## config.mk

```make
export PLATFORM = sky130hd
export DESIGN_NAME = if_fetch_unit_flat
export DESIGN_NICKNAME = d
export VERILOG_FILES = /design/src/rtl/if_fetch_unit_pkg.sv /design/src/rtl/if_fetch_unit_if.sv /design/src/rtl/if_fetch_unit_if_id_reg.sv /design/src/rtl/if_fetch_unit.sv /design/src/flat_wrapper.sv
export SDC_FILE = /design/constraint.sdc
export NUM_CORES = 1
export LEC_CHECK = 0
export BUFFER_PORTS_ARGS = -buffer_cell sky130_fd_sc_hd__buf_2
export CAP_MARGIN = 20
export CELL_PAD_IN_SITES_DETAIL_PLACEMENT = 1
export CELL_PAD_IN_SITES_GLOBAL_PLACEMENT = 1
export CORE_MARGIN = 4
export CORE_UTILIZATION = 25
export CTS_BUF_LIST = sky130_fd_sc_hd__clkbuf_8 sky130_fd_sc_hd__clkbuf_16
export CTS_CLUSTER_DIAMETER = 150
export DETAILED_ROUTE_END_ITERATION = 10
export PLACE_DENSITY_LB_ADDON = 0.12
export SLEW_MARGIN = 20
export SYNTH_ARGS = -nofsm -noshare
export SYNTH_HDL_FRONTEND = slang
export SYNTH_SLANG_ARGS = --single-unit
```

## constraint.sdc

```tcl
create_clock -name clk -period 3.6 [get_ports clk]
set_clock_uncertainty 0.1 [all_clocks]
set_input_delay 0.36 -clock clk [delete_from_list [all_inputs] [get_ports clk]]
set_output_delay 0.36 -clock clk [all_outputs]
set_load 0.01 [all_outputs]
```

## src/rtl/if_fetch_unit_pkg.sv

```systemverilog
// Shared definitions for the instruction fetch stage: FSM encodings and
// default reset PC / bubble instruction values.
package if_fetch_unit_pkg;

    localparam int XLEN = 32;

    localparam logic [XLEN-1:0] DEFAULT_RESET_PC  = 32'h0000_3000;
    localparam logic [XLEN-1:0] DEFAULT_NOP_INSTR = 32'h0000_0000;

    typedef enum logic [1:0] {
        FETCH = 2'd0,
        HOLD  = 2'd1,
        DRAIN = 2'd2
    } fetch_state_t;

endpackage

```

## src/rtl/if_fetch_unit_if.sv

```systemverilog
// Fetch-stage bus bundle: hazard/redirect controls from ID, the instruction
// memory req/ack channel and the IF/ID outputs toward ID.
interface if_fetch_unit_if;
    import if_fetch_unit_pkg::*;

    logic            stall;
    logic            redirect;
    logic [XLEN-1:0] redirect_target;

    logic            imem_req;
    logic [XLEN-1:0] imem_addr;
    logic            imem_ack;
    logic [XLEN-1:0] imem_rdata;

    logic [XLEN-1:0] id_pc;
    logic [XLEN-1:0] id_instr;
    logic            id_valid;

    modport master (
        input  stall, redirect, redirect_target, imem_ack, imem_rdata,
        output imem_req, imem_addr, id_pc, id_instr, id_valid
    );

    modport slave (
        output stall, redirect, redirect_target, imem_ack, imem_rdata,
        input  imem_req, imem_addr, id_pc, id_instr, id_valid
    );

endinterface

```

## src/rtl/if_fetch_unit_if_id_reg.sv

```systemverilog
// IF/ID pipeline register: pc + instruction + valid, with load, hold and
// bubble controls. Load has priority over bubble; neither means hold.
module if_id_reg
    import if_fetch_unit_pkg::*;
#(
    parameter logic [XLEN-1:0] NOP_INSTR = DEFAULT_NOP_INSTR
) (
    input  logic            clk,
    input  logic            rst,
    input  logic            load,
    input  logic            bubble,
    input  logic [XLEN-1:0] pc_p0,
    input  logic [XLEN-1:0] instr_p0,
    output logic [XLEN-1:0] pc_p1,
    output logic [XLEN-1:0] instr_p1,
    output logic            vld_p1
);

    // IF -> ID stage boundary; a bubble keeps pc_p1 so ID still sees the last pc
    always_ff @(posedge clk) begin
        if (rst) begin
            pc_p1    <= '0;
            instr_p1 <= NOP_INSTR;
            vld_p1   <= 1'b0;
        end else if (load) begin
            pc_p1    <= pc_p0;
            instr_p1 <= instr_p0;
            vld_p1   <= 1'b1;
        end else if (bubble) begin
            instr_p1 <= NOP_INSTR;
            vld_p1   <= 1'b0;
        end
    end

endmodule

```

## src/rtl/if_fetch_unit.sv

```systemverilog
// IF stage: owns the fetch PC, runs the imem req/ack handshake, applies ID
// redirects and hazard stalls, and feeds the IF/ID register.
module if_fetch_unit
    import if_fetch_unit_pkg::*;
#(
    parameter logic [XLEN-1:0] RESET_PC  = DEFAULT_RESET_PC,
    parameter logic [XLEN-1:0] NOP_INSTR = DEFAULT_NOP_INSTR
) (
    input  logic             clk,
    input  logic             rst,
    if_fetch_unit_if.master  bus
);

    function automatic logic [XLEN-1:0] pc_inc(input logic [XLEN-1:0] pc);
        return pc + 32'd4;
    endfunction

    function automatic logic [XLEN-1:0] align_target(input logic [XLEN-1:0] t);
        return t & ~32'h0000_0003;
    endfunction

    fetch_state_t    state, state_nxt;
    logic            started;
    logic [XLEN-1:0] fetch_pc, fetch_pc_nxt;
    logic [XLEN-1:0] req_pc, req_pc_nxt;
    logic [XLEN-1:0] buf_pc, buf_instr;

    logic            ack;
    logic            redir;
    logic [XLEN-1:0] tgt;
    logic            buf_load;
    logic            ifid_load;
    logic            ifid_bubble;
    logic            ifid_from_buf;
    logic [XLEN-1:0] ifid_pc_p0;
    logic [XLEN-1:0] ifid_instr_p0;

    // started holds off the first request until the cycle after reset is released
    assign bus.imem_req  = started && (state != HOLD);
    assign bus.imem_addr = req_pc;

    assign ack   = bus.imem_ack && bus.imem_req;
    assign redir = bus.redirect && !bus.stall;
    assign tgt   = align_target(bus.redirect_target);

    always_comb begin
        state_nxt     = state;
        fetch_pc_nxt  = fetch_pc;
        buf_load      = 1'b0;
        ifid_load     = 1'b0;
        ifid_bubble   = 1'b0;
        ifid_from_buf = 1'b0;

        if (started) begin
            unique case (state)
                FETCH: begin
                    if (bus.stall) begin
                        if (ack) begin
                            buf_load     = 1'b1;
                            fetch_pc_nxt = pc_inc(fetch_pc);
                            state_nxt    = HOLD;
                        end
                    end else if (redir) begin
                        // Wrong-path word (if any) is dropped; a pending read must drain first
                        ifid_bubble  = 1'b1;
                        fetch_pc_nxt = tgt;
                        if (!ack) begin
                            state_nxt = DRAIN;
                        end
                    end else if (ack) begin
                        ifid_load    = 1'b1;
                        fetch_pc_nxt = pc_inc(fetch_pc);
                    end else begin
                        ifid_bubble = 1'b1;
                    end
                end

                HOLD: begin
                    if (!bus.stall) begin
                        state_nxt = FETCH;
                        if (redir) begin
                            ifid_bubble  = 1'b1;
                            fetch_pc_nxt = tgt;
                        end else begin
                            ifid_load     = 1'b1;
                            ifid_from_buf = 1'b1;
                        end
                    end
                end

                DRAIN: begin
                    if (ack) begin
                        state_nxt = FETCH;
                    end
                    if (!bus.stall) begin
                        ifid_bubble = 1'b1;
                        if (redir) begin
                            fetch_pc_nxt = tgt;
                        end
                    end
                end

                default: begin
                    state_nxt = FETCH;
                end
            endcase
        end

        // A draining read keeps its address; otherwise the next request targets fetch_pc
        req_pc_nxt = (state_nxt == DRAIN) ? req_pc : fetch_pc_nxt;
    end

    always_ff @(posedge clk) begin
        if (rst) begin
            state    <= FETCH;
            started  <= 1'b0;
            fetch_pc <= RESET_PC;
            req_pc   <= RESET_PC;
        end else begin
            state    <= state_nxt;
            started  <= 1'b1;
            fetch_pc <= fetch_pc_nxt;
            req_pc   <= req_pc_nxt;
        end
    end

    // Hold buffer contents are only meaningful in HOLD, so they carry no reset
    always_ff @(posedge clk) begin
        if (buf_load) begin
            buf_pc    <= req_pc;
            buf_instr <= bus.imem_rdata;
        end
    end

    assign ifid_pc_p0    = ifid_from_buf ? buf_pc    : req_pc;
    assign ifid_instr_p0 = ifid_from_buf ? buf_instr : bus.imem_rdata;

    if_id_reg #(
        .NOP_INSTR (NOP_INSTR)
    ) u_if_id_reg (
        .clk      (clk),
        .rst      (rst),
        .load     (ifid_load),
        .bubble   (ifid_bubble),
        .pc_p0    (ifid_pc_p0),
        .instr_p0 (ifid_instr_p0),
        .pc_p1    (bus.id_pc),
        .instr_p1 (bus.id_instr),
        .vld_p1   (bus.id_valid)
    );

endmodule

```

## src/flat_wrapper.sv

```systemverilog
// flat-port wrapper written by rule: the top's interface ports become plain ports
module if_fetch_unit_flat import if_fetch_unit_pkg::*;
#(
    parameter logic [XLEN-1:0] RESET_PC  = DEFAULT_RESET_PC,
    parameter logic [XLEN-1:0] NOP_INSTR = DEFAULT_NOP_INSTR
)
  (clk, rst, bus_stall, bus_redirect, bus_redirect_target, bus_imem_ack, bus_imem_rdata, bus_imem_req, bus_imem_addr, bus_id_pc, bus_id_instr, bus_id_valid);
  if_fetch_unit_if bus_i ();
  input  logic clk;
  input  logic rst;
  input wire logic [$bits(bus_i.stall)-1:0] bus_stall;
  input wire logic [$bits(bus_i.redirect)-1:0] bus_redirect;
  input wire logic [$bits(bus_i.redirect_target)-1:0] bus_redirect_target;
  input wire logic [$bits(bus_i.imem_ack)-1:0] bus_imem_ack;
  input wire logic [$bits(bus_i.imem_rdata)-1:0] bus_imem_rdata;
  output wire logic [$bits(bus_i.imem_req)-1:0] bus_imem_req;
  output wire logic [$bits(bus_i.imem_addr)-1:0] bus_imem_addr;
  output wire logic [$bits(bus_i.id_pc)-1:0] bus_id_pc;
  output wire logic [$bits(bus_i.id_instr)-1:0] bus_id_instr;
  output wire logic [$bits(bus_i.id_valid)-1:0] bus_id_valid;
  assign bus_i.stall = bus_stall;
  assign bus_i.redirect = bus_redirect;
  assign bus_i.redirect_target = bus_redirect_target;
  assign bus_i.imem_ack = bus_imem_ack;
  assign bus_i.imem_rdata = bus_imem_rdata;
  assign bus_imem_req = bus_i.imem_req;
  assign bus_imem_addr = bus_i.imem_addr;
  assign bus_id_pc = bus_i.id_pc;
  assign bus_id_instr = bus_i.id_instr;
  assign bus_id_valid = bus_i.id_valid;
  if_fetch_unit #(.RESET_PC(RESET_PC), .NOP_INSTR(NOP_INSTR)) u_core (.clk(clk), .rst(rst), .bus(bus_i));
endmodule
```

==> results of run 1 <==
[worst max-delay path: stages (launching register included)]
cell and delay (ns):
dfxtp_1 0.39, inv_1 0.08, ha_1 0.31, nand4b_1 0.23, buf_4 0.22, nor3_1 0.24, buf_4 0.24, nand3_1 0.14
a31o_2 0.27, a22oi_1 0.39, a21oi_1 0.12
[final timing paths]
| kind | depth (start not counted) | to | from |
|---|---|---|---|
| setup / recovery | 10 | u_core.bus.imem_addr[15] | u_core.state[1] |
| hold / removal | 1 | u_core.buf_instr[18] | bus_imem_rdata[18] |
| setup reg to reg | 10 | u_core.bus.imem_addr[15] | u_core.state[1] |
| hold reg to reg | 2 | u_core.u_if_id_reg.vld_p1 | u_core.u_if_id_reg.vld_p1 |
[cell families after synthesis]
logic type,synth area share
AOI/OAI and AO/OA,0.190
muxes,0.0498
xor gates and xnor gates,0.00612
DFF,0.532
buffers and inverters,0.0430
adders and majority gates,0.00729
and+or+nand+nor,0.172
[flip-flops by register name (all words and copies together) (netlist names)]
register                     flops
u_core.bus.imem_addr            32
u_core.state                     2
u_core.buf_pc                   32
u_core.u_if_id_reg.instr_p1     32
u_core.fetch_pc                 32
u_core.buf_instr                32
u_core.u_if_id_reg.vld_p1        1
u_core.started                   1
u_core.u_if_id_reg.pc_p1        32
[cell type report]
class                           count  area, um^2  share of cell area
Sequential cell                   196        4560               0.425
Multi-Input combinational cell    586        3670               0.342
Timing Repair Buffer              215        1280               0.119
Tap cell                          448         561              0.0522
Clock buffer                       17         425              0.0396
Clock inverter                     15         190              0.0177
Inverter                           11        41.3             0.00385
[per-layer routing]
layer | vias up | share of wire | global-route usage
li1 | 3594 | - | -
met1 | 3730 | 0.51 | 0.244
met2 | 158 | 0.44 | 0.238
met3 | 27 | 0.036 | 0.0304
met4 | 2 | 0.017 | 0.0427
met5 | - | 0.00065 | 0
[power breakdown]
group / leakage (nW) / total [mW] / internal, mW / switching (mW)
clock: 0.296 / 2.01 / 1.06 / 0.952
combinational: 2.07 / 0.580 / 0.216 / 0.364
sequential: 1.66 / 2.45 / 2.37 / 0.0824
[cell usage in the layout, fill, tap and decap left out, types with 5 or more instances in the layout]
cell           netlist  final
nand4_1              7      7
buf_2               22    163
buf_4                6     31
a221oi_1            36     36
clkbuf_16            0     17
a21oi_1             42     42
edfxtp_1            64     64
and2_1              11     11
ha_1                 5      5
a31oi_1              5      5
a22oi_1              6      6
o21ai_1             12     12
and3_1              10      8
mux2i_1             36     36
nor4_1               5      5
nand2_1             39     39
a211oi_1            37     37
dfxtp_1            132    132
o31ai_1             14     14
inv_1               10     10
mux2_2               5      5
nor2_1             115    115
o22ai_1             10     10
dlygate4sd3_1        0     19
nor3_1              56     56
nand3_1             28     27
o21ai_0             16     16
[metrics by stage]
step	total power [mW]	hold slack [ns]	instances	utilization	cell area, um^2
2_1_floorplan	2.80	0.353	867	-	8590
3_3_place_gp	3.07	0.342	1437	0.295	9930
3_5_place_dp	3.08	0.350	1437	0.295	9930
4_1_cts	5.13	0.000980	1482	0.317	10700
5_1_grt	5.28	0.000488	1488	0.319	10700
6_report	5.05	0.0218	1488	0.319	10700
[what timing repair did]
item / 4_1_cts / 5_1_grt
endpoints found under the hold margin: 13 / 6
gates resized for setup: 0 / 0
hold buffers: 13 / 6
==> impl_metrics.env, run 1 <==
export IMPL_outcome="finished, final reports clean"
export IMPL_synth_commonest_cells="dfxtp_1 (132), nor2_1 (115), edfxtp_1 (64), nor3_1 (56), clkbuf_1 (43)"
export IMPL_worstPathMaxFanout=12
export IMPL_synthFlopType="dfxtp_1"
export IMPL_clockBufferDepth=2
export IMPL_cap_viol_max_count=0
export IMPL_end_kind="flop"
export IMPL_wl_per_cell_um=20.8
export IMPL_detail_route_antenna_nets=0
export IMPL_track_usage=0.162
export IMPL_yosysMostFrequentCell="dfxtp_1"
export IMPL_cts_root_buf="clkbuf_16"
export IMPL_nets=1101
export IMPL_ir_drop_v=0.000321
export IMPL_netlist_instances=867
export IMPL_grt_max_degree=88
export IMPL_hold_violations=0
export IMPL_relSlewSlack=0.334
export IMPL_fin_crit_ns=2.87
export IMPL_dp_hpwl_mm=21.2
export IMPL_tightestPinTransition_ns=0.999
export IMPL_h_tree_depth=4
export IMPL_postCtsSetupBuffers=0
export IMPL_first_pass_iters=7
export IMPL_synth_edf_count=64
export IMPL_synth_fp_nets=941
export IMPL_die_h_um=193
export IMPL_r2r_slack_ns=0.73
export IMPL_yosysSeqAreaShare=0.532
export IMPL_crit_type="reg -> reg"
export IMPL_ios=167
export IMPL_synth_area_leaders="dfxtp_1 (31%), edfxtp_1 (22%), nor2_1 (5.0%)"
export IMPL_grt_pass1_wl_mm=48.2
export IMPL_tns_ns=0
export IMPL_clkLatencyLatePin_ns=0.43
export IMPL_drc=0
export IMPL_crit_required_ns=3.79
export IMPL_synthDistinctLibCells=72
export IMPL_place_congestion=0.753
export IMPL_n_antenna_cell=0
export IMPL_fmax_mhz=348
export IMPL_fillCellCount=3870
export IMPL_die_area_um2=37400
export IMPL_syn2layout_area_growth_pct=25.0
export IMPL_rsz0062_at_grt="false"
export IMPL_antenna_found_initial=1
export IMPL_rows=67
export IMPL_cp_start_kind="flop"
export IMPL_powerDensity_nw_per_um2=470
export IMPL_timing_final_ws_setup_ns=0.728
export IMPL_initialDrtViolationCount=518
export IMPL_cts_buffers=17
export IMPL_async_flop_share=0
export IMPL_clkTransAtPathRegs_ns=0.08
export IMPL_yosys_area_top_type="dfxtp_1"
export IMPL_portBuffers=164
export IMPL_via_per_inst=5.05
export IMPL_grt_pass1_vias=7609
export IMPL_power_leakage_nw=4.03
export IMPL_synth_area_um2=8590
export IMPL_maxSlewViolCount=0
export IMPL_finalSetupViolCount=0
export IMPL_avgSynthCellArea_um2=9.90
export IMPL_worstPathArrival_ns=3.06
export IMPL_vias=7511
export IMPL_yosysTopAreaCellShare=0.308
export IMPL_die_width_um=193
export IMPL_cts_tree="done"
export IMPL_drt_total_wl_mm=31.0
export IMPL_drive_above_1_share=0.239
export IMPL_grt_overflow_total=0
export IMPL_core_um2=33700
export IMPL_hold_class="in -> reg"
export IMPL_post_route_period_util=0.798
export IMPL_dp_slack_ns=0.797
export IMPL_synth_warnings=0
export IMPL_yosys_register_bits=196
export IMPL_start_util=0.255
export IMPL_clkSinkCount=196
(Power assumes the default switching activity.)
==> run 2: changes to the inputs <==
--- a/config.mk
+++ b/config.mk
@@ -5,6 +5,7 @@
 export SDC_FILE = /design/constraint.sdc
 export NUM_CORES = 1
 export LEC_CHECK = 0
+export ABC_AREA = 1
 export BUFFER_PORTS_ARGS = -buffer_cell sky130_fd_sc_hd__buf_2
 export CAP_MARGIN = 20
 export CELL_PAD_IN_SITES_DETAIL_PLACEMENT = 1
==> constraint.sdc (replaced) <==
create_clock -name clk -period 2.3 [get_ports clk]
set_clock_uncertainty 0.1 [all_clocks]
set_input_delay 0.23 -clock clk [delete_from_list [all_inputs] [get_ports clk]]
set_output_delay 0.23 -clock clk [all_outputs]
set_load 0.01 [all_outputs]
==> impl_metrics.env, run 2 <==
export IMPL_grt_overflow_total=0
export IMPL_hold_class="in -> reg"
export IMPL_fmax_mhz=467
export IMPL_wl_met3_mm=1.00
export IMPL_maxSlewViolCount=0
export IMPL_place_congestion=0.771
export IMPL_drc=0
export IMPL_wl_met2_mm=14.4
export IMPL_via_per_inst=4.51
export IMPL_cts_root_buf="clkbuf_16"
export IMPL_track_usage=0.161
export IMPL_pwr_share_comb=0.153
export IMPL_power_leakage_nw=5.21
export IMPL_wl_per_cell_um=17.2
export IMPL_cp_start_kind="flop"
export IMPL_clkSinkCount=196
export IMPL_final_core_util=0.327
export IMPL_clkTransAtPathRegs_ns=0.07
export IMPL_async_flop_share=0
export IMPL_final_cell_mix="nand2_1 (438), buf_2 (164), dfxtp_1 (130), nor2_1 (101), inv_1 (91)"
export IMPL_grt_pass1_vias=8694
export IMPL_start_util=0.255
export IMPL_rows=69
export IMPL_dp_hpwl_mm=22.5
export IMPL_tns_ns=0
export IMPL_end_kind="flop"
export IMPL_cts_buffers=17
export IMPL_drive_above_1_share=0.209
export IMPL_ir_drop_v=0.000493
export IMPL_detail_route_antenna_nets=0
export IMPL_synth_warnings=0
export IMPL_crit_required_ns=2.55
export IMPL_crit_type="reg -> reg"
export IMPL_initialDrtViolationCount=344
export IMPL_avgSynthCellArea_um2=7.46
export IMPL_post_route_period_util=0.930
export IMPL_syn2layout_area_growth_pct=28.4
export IMPL_yosysTopAreaCellShare=0.290
export IMPL_clkLatencyLatePin_ns=0.43
export IMPL_p_total_mw=8.02
export IMPL_worstPathMaxFanout=10
export IMPL_finalSetupViolCount=0
export IMPL_pwr_share_seq=0.488
export IMPL_p_int_mw=5.77
export IMPL_die_area_um2=39500
export IMPL_worstPathArrival_ns=2.39
export IMPL_synthFlopType="dfxtp_1"
export IMPL_critPathTopFamily="buffers and inverters"
export IMPL_grt_max_degree=67
export IMPL_first_pass_iters=4
export IMPL_synthDistinctLibCells=35
export IMPL_power_switching_mw=2.26
export IMPL_switching_share=0.281
export IMPL_die_width_um=199
export IMPL_relSlewSlack=0.636
export IMPL_yosys_area_top_type="dfxtp_1"
export IMPL_layout_commonest_cell="nand2_1"
export IMPL_die_h_um=199
export IMPL_core_um2=35700
export IMPL_wl_met1_mm=16.7
export IMPL_tightestPinTransition_ns=0.540
export IMPL_fin_hold_ws_ns=0.137
export IMPL_path_cells="inv_2 > ha_4 > inv_2 > nand3_4 > buf_4 > nor2_1 > o21ai_1 > a31oi_4 > buf_12 > clkbuf_16 > nand2_1 > a21oi_1"
export IMPL_clockBufferDepth=2
export IMPL_yosysMostFrequentCell="nand2_1"
export IMPL_grt_pass1_wl_mm=50.2
export IMPL_cap_viol_max_count=0
export IMPL_crit_buf_inv=5
export IMPL_nets=1490
export IMPL_antenna_found_initial=0
export IMPL_powerDensity_nw_per_um2=686
export IMPL_drt_total_wl_mm=32.4
export IMPL_synth_commonest_cells="nand2_1 (439), dfxtp_1 (132), nor2_1 (103), inv_1 (93), o21ai_0 (82)"
export IMPL_synth_edf_count=64
export IMPL_n_antenna_cell=0
export IMPL_outcome="finished, final reports clean"
export IMPL_clockPowerShare=0.359
export IMPL_vias=8532
export IMPL_yosysSeqAreaShare=0.501
export IMPL_synth_area_um2=9100
export IMPL_fin_crit_ns=2.14
export IMPL_synth_fp_nets=1294
export IMPL_h_tree_depth=4
export IMPL_crit_top_cell="inv_2"
export IMPL_netlist_instances=1220
export IMPL_hold_violations=0
export IMPL_portBuffers=164
export IMPL_ios=167
export IMPL_yosys_register_bits=196
export IMPL_synth_area_leaders="dfxtp_1 (29%), edfxtp_1 (21%), nand2_1 (18%)"
export IMPL_cts_tree="done"
export IMPL_cp_slowest_cell="dfxtp_2"
export IMPL_cp_slowest_stage_delay_ns=0.34
export IMPL_top_layer="met4"
-- run 2: cell types whose count changed after synthesis, sizes merged, moves of 10 or more --
cell / before / now
a221oi: 36 / 0
nand2: 39 / 439
mux2i: 36 / 0
inv: 11 / 99
o21ai: 28 / 87
a21oi: 44 / 66
nor3: 56 / 4
nand3: 28 / 64
or2: 1 / 20
and3: 10 / 0
a31oi: 5 / 35
a211oi: 37 / 0
o31ai: 14 / 0
-- run 2: power groups by stage --
| stage | Sequential, mW | Clock [mW] | Combinational (mW) |
|---|---|---|---|
| floorplan | 4.00 | 0 | 0.619 |
| global placement | 4.00 | 0 | 1.15 |
| detailed placement | 4.00 | 0 | 1.16 |
| CTS | 3.92 | 3.02 | 1.21 |
| global route | 3.95 | 3.14 | 1.39 |
| finish | 3.92 | 2.88 | 1.23 |
-- run 2: layout make-up --
class                   instances  area [um^2]
fillers                      4402        24000
flip-flops and latches        196         4570
multi-input cells             857         3910
repair buffers                245         1710
well taps                     461          577
clock buffers                  18          439
inverters                      99          374
clock inverters                14          113
-- run 2: tightest hold or removal path: cells and delay by family --
kind	cells	cell delay, ns
buffers and inverters	2	0.17
AO/OA/AOI/OAI	2	0.15
AND/OR/NAND/NOR	1	0.08
-- run 2: timing repair --
action,in CTS,in global routing
buffers inserted,0,3
setup endpoints to repair,0,93
hold buffers,32,0
endpoints found under the hold margin,32,0
gates resized for setup,0,11
-- run 2: cell families after synthesis --
logic type / after synthesis / share of synthesized area
buf+inv: 167 / 0.0759
fa+ha+maj: 5 / 0.00687
simple gates: 651 / 0.292
flops: 196 / 0.501
compound gates: 201 / 0.124
-- run 2: metrics by stage --
stage	instance area (um^2)	std cells	worst slack, ns
3_3_place_gp	10700	1821	0.0993
6_report	11700	1890	0.160
3_5_place_dp	10700	1821	0.0755
5_1_grt	11700	1890	-0.0149
2_1_floorplan	9140	1220	-0.0633
4_1_cts	11600	1885	0.0485
-- run 2: layer usage --
metal	vias up	track usage
li1	4329	-
met1	4062	0.232
met2	126	0.257
met3	15	0.0229
met5	-	0
met4	0	0.0332
-- run 2: path summary, 6_finish.rpt --
check / startpoint / to / slack, ns / cells after the start
max: u_core.state[1] / u_core.u_if_id_reg.instr_p1[28] / 0.16 / 12
min: bus_redirect_target[2] / u_core.fetch_pc[2] / 0.14 / 5
max reg2reg: u_core.state[1] / u_core.u_if_id_reg.instr_p1[28] / 0.16 / 12
min reg2reg: u_core.fetch_pc[1] / u_core.fetch_pc[1] / 0.35 / 2
==> run 3: changes to the inputs <==
--- a/config.mk
+++ b/config.mk
@@ -11,7 +11,7 @@
 export CELL_PAD_IN_SITES_DETAIL_PLACEMENT = 1
 export CELL_PAD_IN_SITES_GLOBAL_PLACEMENT = 1
 export CORE_MARGIN = 4
-export CORE_UTILIZATION = 25
+export CORE_UTILIZATION = 36
 export CTS_BUF_LIST = sky130_fd_sc_hd__clkbuf_8 sky130_fd_sc_hd__clkbuf_16
 export CTS_CLUSTER_DIAMETER = 150
 export DETAILED_ROUTE_END_ITERATION = 10
==> impl_metrics.env, run 3 (synthesized netlist as in run 2, its figures left out) <==
export IMPL_cp_start_kind="flop"
export IMPL_reg2reg_to="u_core.bus.imem_addr[13]"
export IMPL_place_congestion=0.841
export IMPL_maxSlewViolCount=0
export IMPL_fmax_mhz=465
export IMPL_r2r_start="u_core.state[1]"
export IMPL_clockPowerShare=0.373
export IMPL_crit_end="u_core.bus.imem_addr[13]"
export IMPL_first_pass_iters=4
export IMPL_outcome="finished, final reports clean"
export IMPL_crit_top_cell="nand2_1"
export IMPL_switching_share=0.299
export IMPL_crit_required_ns=2.54
export IMPL_dp_hpwl_mm=20.5
export IMPL_ir_drop_v=0.000445
export IMPL_clockBufferDepth=2
export IMPL_ios=167
export IMPL_worstSetupStartpoint="u_core.state[1]"
export IMPL_clkSinkCount=196
export IMPL_die_h_um=167
export IMPL_grt_overflow_total=0
export IMPL_nets=1490
export IMPL_drc=0
export IMPL_portBuffers=164
export IMPL_fin_crit_ns=2.15
export IMPL_drt_total_wl_mm=30.1
export IMPL_end_kind="flop"
export IMPL_track_usage=0.210
export IMPL_path_cells="inv_2 > ha_4 > inv_2 > nand3_4 > inv_6 > nand2_4 > nand2_1 > nand3_1 > nand2_1 > nand2_2 > nand3_4 > inv_1 > nand2_1 > nand2_1 > inv_1 > nand2_1"
export IMPL_crit_type="reg -> reg"
export IMPL_critPathTopFamily="simple AND/OR/NAND/NOR gates"
export IMPL_drive_above_1_share=0.213
export IMPL_syn2layout_area_growth_pct=27.3
export IMPL_detail_route_antenna_nets=0
export IMPL_seqCellArea_um2=4570
export IMPL_pwr_share_seq=0.480
export IMPL_grt_pass1_vias=8995
export IMPL_cp_slowest_stage_delay_ns=0.34
export IMPL_start_util=0.370
export IMPL_die_width_um=167
export IMPL_via_per_inst=5.05
export IMPL_stdcell_count=1753
export IMPL_fin_hold_ws_ns=0.0694
export IMPL_clkLatencyLatePin_ns=0.45
export IMPL_power_leakage_nw=5.22
export IMPL_crit_buf_inv=5
export IMPL_powerDensity_nw_per_um2=704
export IMPL_cp_depth=16
export IMPL_cap_viol_max_count=0
export IMPL_r2r_cells=16
export IMPL_relSlewSlack=0.441
export IMPL_tightestPinTransition_ns=0.839
export IMPL_multi_input_area_um2=3930
export IMPL_grt_pass1_wl_mm=47.9
export IMPL_rsz0062_at_grt="true"
export IMPL_pwr_share_comb=0.146
export IMPL_n_antenna_cell=0
export IMPL_grt_max_degree=67
export IMPL_hold_class="in -> reg"
export IMPL_cts_buffers=17
export IMPL_wl_per_cell_um=17.2
export IMPL_post_route_period_util=0.935
export IMPL_clkTransAtPathRegs_ns=0.08
export IMPL_p_int_mw=5.72
export IMPL_power_switching_mw=2.44
export IMPL_die_area_um2=27900
export IMPL_rows=57
export IMPL_final_cell_mix="nand2_1 (437), buf_2 (164), dfxtp_1 (128), nor2_1 (99), inv_1 (90)"
export IMPL_worstPathArrival_ns=2.39
export IMPL_tns_ns=0
export IMPL_fillCellCount=3089
export IMPL_layout_commonest_cell="nand2_1"
export IMPL_r2r_slack_ns=0.15
export IMPL_antenna_found_initial=0
export IMPL_cp_slowest_cell="dfxtp_2"
export IMPL_vias=8860
export IMPL_cts_root_buf="clkbuf_16"
export IMPL_initialDrtViolationCount=440
export IMPL_core_um2=24600
export IMPL_hold_violations=0
export IMPL_dp_cells=1681
export IMPL_finalSetupViolCount=0
export IMPL_h_tree_depth=4
export IMPL_cts_tree="done"
export IMPL_worstPathMaxFanout=7
-- run 3: cell types whose count changed in the layout (fill, tap and decap cells not counted), sizes merged --
cell / previous run / this run
bufinv: 1 / 0
inv: 102 / 107
clkinv: 8 / 6
nand3: 64 / 65
clkinvlp: 2 / 1
buf: 211 / 209
-- run 3: worst min-delay path: cells and delay by family --
family                 cells  cell delay, ns
AO/OA/AOI/OAI              2            0.14
buffers and inverters      2            0.20
-- run 3: stage by stage --
step                utilization  power, mW  setup WS (ns)  instance area, um^2
floorplan                     -       4.62        -0.0633                 9140
global placement          0.427       5.09         0.0702                10500
detailed placement        0.427       5.12         0.0200                10500
CTS                       0.465       8.22        0.00299                11400
global route              0.471       8.57        -0.0407                11600
finish                    0.471       8.16          0.149                11600
-- run 3: metal layers --
metal | vias to the layer above | global-route usage | part of all wire
met5 | - | 0 | 0
met4 | 0 | 0.0825 | 0.032
met3 | 50 | 0.0261 | 0.030
met2 | 182 | 0.368 | 0.49
met1 | 4283 | 0.263 | 0.45
li1 | 4345 | - | -
-- run 3: final cells by class --
class                      instances  area share
clock inverter                    15      0.0152
timing repair buffer             244       0.147
sequential                       196       0.394
multi-input combinational        858       0.339
inverter                          99      0.0327
clock buffer                      17      0.0367
tap                              324      0.0350
-- run 3: timing repair --
action                     4_1_cts  5_1_grt
setup buffers                    0        4
resized for setup                0       20
setup endpoints to repair        0       95
hold endpoints to repair        32        0
hold buffers                    32        0
-- run 3: power by group through the flow --
stage	Sequential (mW)	Clock (mW)	Combinational (mW)
after global placement	4.00	0	1.09
final	3.92	3.05	1.19
after floorplan	4.00	0	0.619
after detailed placement	4.00	0	1.12
after CTS	3.92	3.13	1.17
after global routing	3.95	3.27	1.35
-- run 3: worst min path at each step --
stage / start / end / slack (ns) / depth (start not counted)
final: rst / u_core.u_if_id_reg.pc_p1[1] / 0.07 / 4
after global routing: rst / u_core.u_if_id_reg.pc_p1[3] / 0.07 / 4
after CTS: rst / u_core.u_if_id_reg.pc_p1[1] / 0.05 / 4
after detailed placement: bus_imem_rdata[31] / u_core.buf_instr[31] / 0.33 / 1
after global placement: bus_imem_rdata[15] / u_core.buf_instr[15] / 0.32 / 1
after floorplan: bus_imem_rdata[0] / u_core.buf_instr[0] / 0.23 / 0
